## src/rtl/sum_acc_pkg.sv

```systemverilog
// Shared types and helpers for the sum window accumulator.
// No logic: the state enum, a constant-evaluable clog2, and a parameter legality check.
// Used at elaboration time by the top module.
package sum_acc_pkg;

    typedef enum logic {
        ACCUM = 1'b0,
        HOLD  = 1'b1
    } state_t;

    // Ceiling log2 for values >= 1, written as a bounded loop so it folds to a constant.
    function automatic int clog2(input int value);
        int r;
        r = 0;
        for (int i = 0; i < 31; i++) begin
            if ((1 << i) < value) begin
                r = i + 1;
            end
        end
        return r;
    endfunction

    // A legal set keeps the counter exactly as wide as the window index and the
    // accumulator wide enough that a full window of maximum samples cannot wrap.
    function automatic bit params_legal(input int data_w, input int count,
                                        input int cnt_w, input int acc_w);
        return (count >= 2) && (count <= 256) &&
               (cnt_w == clog2(count)) &&
               (acc_w >= data_w + cnt_w);
    endfunction

endpackage

```

## src/rtl/sum_window_accumulator_max.sv

```systemverilog
// Running unsigned maximum of the samples accepted in the current window.
// Latency: peak is combinational on the current sample; run_max updates one cycle after a sample.
// Backpressure: none of its own; the parent only asserts sample_en on an accepted sample.
module window_max_tracker #(
    parameter int DATA_W = 8
) (
    input  logic              clk,
    input  logic              rst_n,
    input  logic              sample_en,
    input  logic [DATA_W-1:0] sample,
    input  logic              restart,
    input  logic              clear,
    output logic [DATA_W-1:0] peak
);

    logic [DATA_W-1:0] run_max;

    // Max of the window so far including the sample on the input this cycle.
    always_comb begin
        peak = (sample > run_max) ? sample : run_max;
    end

    // run_max restarts at window completion or on a flush, otherwise follows accepted samples.
    always_ff @(posedge clk) begin
        if (!rst_n) begin
            run_max <= '0;
        end else if (clear || restart) begin
            run_max <= '0;
        end else if (sample_en) begin
            run_max <= peak;
        end
    end

endmodule

```

## src/rtl/sum_window_accumulator.sv

```systemverilog
// Accumulates COUNT sum samples per window and presents total and peak until taken.
// Latency: out_valid rises the cycle after the last sample of a window is accepted.
// Backpressure: in_ready drops while a result is held, stalling upstream until out_ready.
module sum_window_accumulator
    import sum_acc_pkg::*;
#(
    parameter int DATA_W = 8,
    parameter int COUNT  = 4,
    parameter int CNT_W  = 2,
    parameter int ACC_W  = 10
) (
    input  logic              clk,
    input  logic              rst_n,
    input  logic              in_valid,
    input  logic [DATA_W-1:0] in_data,
    output logic              in_ready,
    input  logic              clear,
    output logic              out_valid,
    input  logic              out_ready,
    output logic [ACC_W-1:0]  out_sum,
    output logic [DATA_W-1:0] out_max
);

    if (!params_legal(DATA_W, COUNT, CNT_W, ACC_W)) begin : g_param_check
        $error("sum_window_accumulator: illegal DATA_W/COUNT/CNT_W/ACC_W combination");
    end

    localparam logic [CNT_W-1:0] LAST_IDX = CNT_W'(COUNT - 1);

    state_t            state;
    state_t            state_next;
    logic [ACC_W-1:0]  acc;
    logic [CNT_W-1:0]  cnt;
    logic [DATA_W-1:0] peak;
    logic              take;
    logic              last;

    // A flush wins over a sample presented in the same cycle.
    assign take = in_valid && in_ready && !clear;
    assign last = take && (cnt == LAST_IDX);

    // State register.
    always_ff @(posedge clk) begin
        if (!rst_n) begin
            state <= ACCUM;
        end else begin
            state <= state_next;
        end
    end

    // Next state: window completion enters HOLD; handshake or flush leaves it.
    always_comb begin
        state_next = state;
        case (state)
            ACCUM: begin
                if (last) begin
                    state_next = HOLD;
                end
            end
            HOLD: begin
                if (clear || out_ready) begin
                    state_next = ACCUM;
                end
            end
            default: state_next = ACCUM;
        endcase
    end

    // Handshake outputs decode the state register only, so no path runs from in_valid or out_ready.
    always_comb begin
        in_ready  = (state == ACCUM);
        out_valid = (state == HOLD);
    end

    // Accumulator, sample counter and result registers; results keep their value across a flush.
    always_ff @(posedge clk) begin
        if (!rst_n) begin
            acc     <= '0;
            cnt     <= '0;
            out_sum <= '0;
            out_max <= '0;
        end else if (clear) begin
            acc <= '0;
            cnt <= '0;
        end else if (last) begin
            out_sum <= acc + ACC_W'(in_data);
            out_max <= peak;
            acc     <= '0;
            cnt     <= '0;
        end else if (take) begin
            acc <= acc + ACC_W'(in_data);
            cnt <= cnt + CNT_W'(1);
        end
    end

    window_max_tracker #(
        .DATA_W (DATA_W)
    ) u_max (
        .clk       (clk),
        .rst_n     (rst_n),
        .sample_en (take),
        .sample    (in_data),
        .restart   (last),
        .clear     (clear),
        .peak      (peak)
    );

endmodule
```

## config.mk

```make
export PLATFORM = sky130hd
export DESIGN_NAME = sum_window_accumulator
export DESIGN_NICKNAME = d
export VERILOG_FILES = /design/src/rtl/sum_acc_pkg.sv /design/src/rtl/sum_window_accumulator_max.sv /design/src/rtl/sum_window_accumulator.sv
export SDC_FILE = /design/constraint.sdc
export NUM_CORES = 1
export LEC_CHECK = 0
export CELL_PAD_IN_SITES_DETAIL_PLACEMENT = 0
export CELL_PAD_IN_SITES_GLOBAL_PLACEMENT = 1
export CORE_AREA = 5 5 93 95
export CTS_CLUSTER_SIZE = 24
export DETAILED_ROUTE_END_ITERATION = 8
export DIE_AREA = 0 0 98 100
export DONT_BUFFER_PORTS = 1
export GPL_TIMING_DRIVEN = 0
export PLACE_DENSITY_LB_ADDON = 0.1
export SYNTH_ARGS = -nofsm -noshare
export SYNTH_HDL_FRONTEND = slang
export SYNTH_SLANG_ARGS = --single-unit
```

## constraint.sdc

```tcl
create_clock -name clk -period 4.3 [get_ports clk]
set_clock_uncertainty 0.1 [all_clocks]
set_input_delay 0.215 -clock clk [delete_from_list [all_inputs] [get_ports clk]]
set_output_delay 0.215 -clock clk [all_outputs]
set_load 0.05 [all_outputs]
```

# --- Word-level counts from Yosys, hierarchy flattened ---
# Cells that the tools add are included.
word_totals:
  register_bits: 39
  romBits: 0
  wordCells: 26
  latch_bits: 0
  memories: 0
  in_bits: 13
  ramBits: 0
classes:
  order_cmp: 1
  n_eq_ne: 1
  shifts: 0
  add_sub_neg: 2
  multipliers: 0
  div: 0
  muxes: 4
  n_reduce_logical: 9
  n_bitwise: 3
op_table:
  columns: ["op", "count"]
  rows:
  - ["adder 10 x 8 -> 10 bit", 1]
  - ["greater-than comparator 8 bit", 1]
  - ["2-to-1 mux 8 bit", 1]
  - ["logical AND 1 bit", 3]
  - ["NOT 1 bit", 3]
  - ["OR reduction 3 bit", 1]
  - ["adder 2 x 1 -> 2 bit, second input constant", 1]
  - ["equality test 2 bit, second input constant", 1]
  - ["logical OR 1 bit", 2]
  - ["2-to-1 mux 1 bit", 2]
  - ["one-hot mux 1 bit (2 select lines)", 1]
  - ["AND reduction 2 bit", 1]
  - ["OR reduction 2 bit", 1]
  - ["logical NOT 1 bit", 1]

# --- Longest topological paths before layout ---
depth:
  word_depth: 6
  mapped_depth: 8

# --- Cells and area by module ---
# A second synthesis with hierarchy kept.
hier_totals:
  hier_cells: 262
  hier_area_um2: 2292.2
by_module_without_submodules:
  columns: ["mod", "area_per_inst_um2", "instances", "seq_area_each_um2", "cells_each"]
  rows:
  - ["sum_window_accumulator", 1564.0, 1, 620.6, 187]
  - ["window_max_tracker", 728.2, 1, 160.2, 75]

# --- Worst setup path before layout ---
# No wires, ideal clock.
synth_timing:
  path_kind: "flip-flop to flip-flop"
  from: "reg acc[0]"
  to: "reg acc[8]"
  stages_incl_launch_ff: 9
  setup_ns: 0.072
  path_slack_ns: 2.361
  arrival_time_ns: 1.767
  path_cell_list: "dfxtp_1 ha_1 inv_1 fa_1 nor2b_1 o31a_1 o21ai_1 a211oi_1 mux2i_1"
synth_via:
  elab_chain_len: 1
synth_rtl:
  columns: ["item", "line", "source"]
  rows:
  - ["start, declared", "sum_window_accumulator.sv:32", "logic [ACC_W-1:0] acc;"]
  - ["start signal, assigned", "sum_window_accumulator.sv:91", "acc <= acc + ACC_W'(in_data);"]
  - ["adder 10 x 8 -> 10 bit", "sum_window_accumulator.sv:91", null]
# No other way between the ends.
# A chain may end at the register's enable or synchronous reset.

# --- Worst setup path in the final report ---
layout_timing:
  from: "reg u_max.run_max[7]"
  to: "reg out_max[5]"
layout_via:
  elab_chain_len: 2
layout_rtl:
  columns: ["item", "line", "source"]
  rows:
  - ["start, declared", "sum_window_accumulator_max.sv:16", "logic [DATA_W-1:0] run_max;"]
  - ["start signal, assigned", "sum_window_accumulator_max.sv:30", "run_max <= peak;"]
  - ["greater-than comparator 8 bit", "sum_window_accumulator_max.sv:20", "peak = (sample > run_max) ? sample : run_max;"]
  - ["2-to-1 mux 8 bit", "sum_window_accumulator_max.sv:20", null]
  - ["end signal, assigned", "sum_window_accumulator.sv:87", "out_max <= peak;"]
  - ["end, declared", "sum_window_accumulator.sv:21", "output logic [DATA_W-1:0] out_max"]
# No other way between the ends.

==> results.json <==
{
  "status": "finished, final reports clean",
  "syn-cell-area_sq_um": 2252,
  "cts_buffer_depth": 2,
  "drt_pass1_iterations": 4,
  "hold_path_depth": 2,
  "synth_seq_cells": 39,
  "min_from": "out_ready",
  "nets": 298,
  "synth_area_leader_cell": "dfxtp_1",
  "rows": 32,
  "critPathMaxFanout": 10,
  "cts.repair.resized": 0,
  "synthArstFlopShare_pct": 0,
  "syn_inst": 252,
  "min_to": "out_valid",
  "slowest_delay_ps": 400,
  "rsz0062_at_grt": "no",
  "die_w_um": 98,
  "cp.arrival_ps": 2260,
  "critPathLaunchType": "flip-flop",
  "synthFlopType": "dfxtp_1",
  "layout_common_cells": "39 x dfxtp_1, 30 x nand2_1, 17 x ha_1, 16 x nor2_1, 14 x o21ai_0",
  "setup_viol_count_final": 0,
  "cts_setup_buffers": 0,
  "yosys-top-cells-area": "dfxtp_1 35%, ha_1 9.4%, nand2_1 5.0%",
  "core_sq_um": 7647,
  "reg2regPathDepth": 7,
  "finalWorstSetupSlack_ps": 2096,
  "grt_pass1_wl_um": 10470,
  "path_class": "flip-flop to flip-flop",
  "end_kind": "flip-flop",
  "slew_violations": 0,
  "grt_pass1_vias": 1905,
  "synth_cell_type_count": 52,
  "dieArea_sq_um": 9800,
  "dp_hpwl_um": 4656,
  "cts_tree": "done",
  "final_antenna_net_count": 0,
  "num_vias": 1891,
  "relSlewSlack_pct": 52.39,
  "drv_cap": 0,
  "antenna_found_initial": 0,
  "place.gp.congestion": 0.7646,
  "p_leak_nw": 0.9414,
  "clockRootBuffer": "clkbuf_8",
  "globalRouteTotalUtil_pct": 13.52,
  "r2r_slack_ps": 2100,
  "post-route-min-period_ps": 2204,
  "synth_area_per_cell_sq_um": 8.937,
  "period_share_pct": 51.27,
  "fmax_ghz": 0.4536,
  "viasPerCell": 5.139,
  "syn2layout_area_growth_pct": 12.44,
  "wl_per_cell_um": 17.30,
  "start_util_pct": 29.45,
  "r2r-end": "out_max[5]",
  "syn_nets": 283,
  "cts.hold.buffers_added": 7,
  "drc": 0,
  "clk_pin_slew_ps": 70,
  "yosysSeqAreaShare_pct": 34.67,
  "n_fill_cell": 843,
  "peakVddDrop_v": 0.0001005,
  "synth_edf_count": 0,
  "crit_slowest_cell": "clkbuf_1",
  "cts.sinks": 39,
  "drive_above_1_share_pct": 12.78,
  "cts_buffers": 5,
  "timing.rr.start": "u_max.run_max[7]",
  "clock_latency_ps": 290,
  "crit_chain": "inv_1 -> ha_1 -> nand4_1 -> nor2_1 -> clkbuf_1 -> a21o_1 -> a211oi_1",
  "numPortBuffers": 0,
  "power_density_nw_per_um2": 285.0,
  "drtIter0Drc": 83,
  "cp.required_ps": 4350,
  "worstMarginPinSlew_ps": 713.0,
  "finalSetupTns_ps": 0,
  "grt_start_max_net_pins": 11,
  "die_y_um": 100,
  "dp_slack_ps": 2080,
  "wirelength_um": 6367,
  "io_pins": 33,
  "min_path_type": "primary input to flip-flop",
  "yosysTopAreaCellShare_pct": 34.67,
  "antenna_cells": 0,
  "grt.overflow.total": 0,
  "synth_warnings": 0,
  "h-tree-depth": 2,
  "hold_viol": 0,
  "final_common_cell": "dfxtp_1"
}
==> flip-flops by register name, summed over array words and instances, names as in the netlist <==
name	cells
out_valid	1
cnt	2
out_sum	10
out_max	8
acc	10
u_max.run_max	8
==> how the worst max path moves through the flow <==
stage                            end  cells after the start             start
after floorplan               acc[8]                      8            acc[0]
after global placement    out_max[0]                      7  u_max.run_max[7]
after detailed placement  out_max[0]                      7  u_max.run_max[7]
after CTS                 out_max[6]                      7  u_max.run_max[7]
after global routing      out_max[6]                      7  u_max.run_max[7]
final                     out_max[5]                      7  u_max.run_max[7]
==> worst max-delay path: cells and delay by family, from the launching register on <==
| family | cells | cell delay (ps) |
|---|---|---|
| buf+inv | 2 | 460 |
| compound gates | 2 | 460 |
| flops | 1 | 370 |
| simple gates | 2 | 360 |
| fa+ha+maj | 1 | 310 |
==> power by group <==
part / leakage [nW] / switching, mW / total (mW) / internal [mW]
sequential: 0.316 / 0.00597 / 0.375 / 0.369
combinational: 0.588 / 0.0648 / 0.113 / 0.0484
clock: 0.0371 / 0.125 / 0.234 / 0.108
==> kinds of logic after synthesis <==
| family | synth area share (%) |
|---|---|
| compound gates | 29.50 |
| simple gates | 16.67 |
| flops | 34.67 |
| buf+inv | 5.500 |
| fa+ha+maj | 10.33 |
| xor+xnor | 1.556 |
| mux | 1.778 |
==> area by class of cell <==
type	instances	area [sq um]	share of cell area [%]
Tap cell	102	127.6	5.040
Clock buffer	6	72.57	2.866
Buffer	13	75.07	2.964
Multi-Input combinational cell	187	1348	53.21
Sequential cell	39	780.7	30.83
Inverter	13	48.80	1.927
Timing Repair Buffer	8	80.08	3.162
==> metal layers <==
metal | global-route usage [%] | routed length (um)
met1 | 18.38 | 3137
met2 | 21.26 | 2830
met3 | 3.892 | 346
met4 | 3.088 | 53
met5 | 0 | 0
==> through the flow <==
step	instances	hold slack, ps	power (mW)	utilization [%]	instance area [sq um]
2_1_floorplan	252	295.2	0.4640	-	2252
3_3_place_gp	354	297.4	0.4924	31.12	2380
3_5_place_dp	354	298.5	0.4908	31.12	2380
4_1_cts	367	1.577	0.7387	32.98	2522
5_1_grt	368	10.34	0.7678	33.12	2532
6_report	368	19.21	0.7217	33.12	2532
==> cells in the mapped netlist (all sizes together) (3+ instances only) <==
master   instances
dfxtp           39
nand2           30
o21ai           18
ha              17
nor2            16
a21oi           13
inv             13
a211oi          12
buf              9
a2111oi          8
o221a            8
a21boi           6
nand3            6
clkbuf           4
mux2i            4
o211ai           4
a21o             3
nand2b           3
nor3             3
o21a             3
or3              3
xnor2            3
Note: power is estimated with default switching activity, not from simulation.
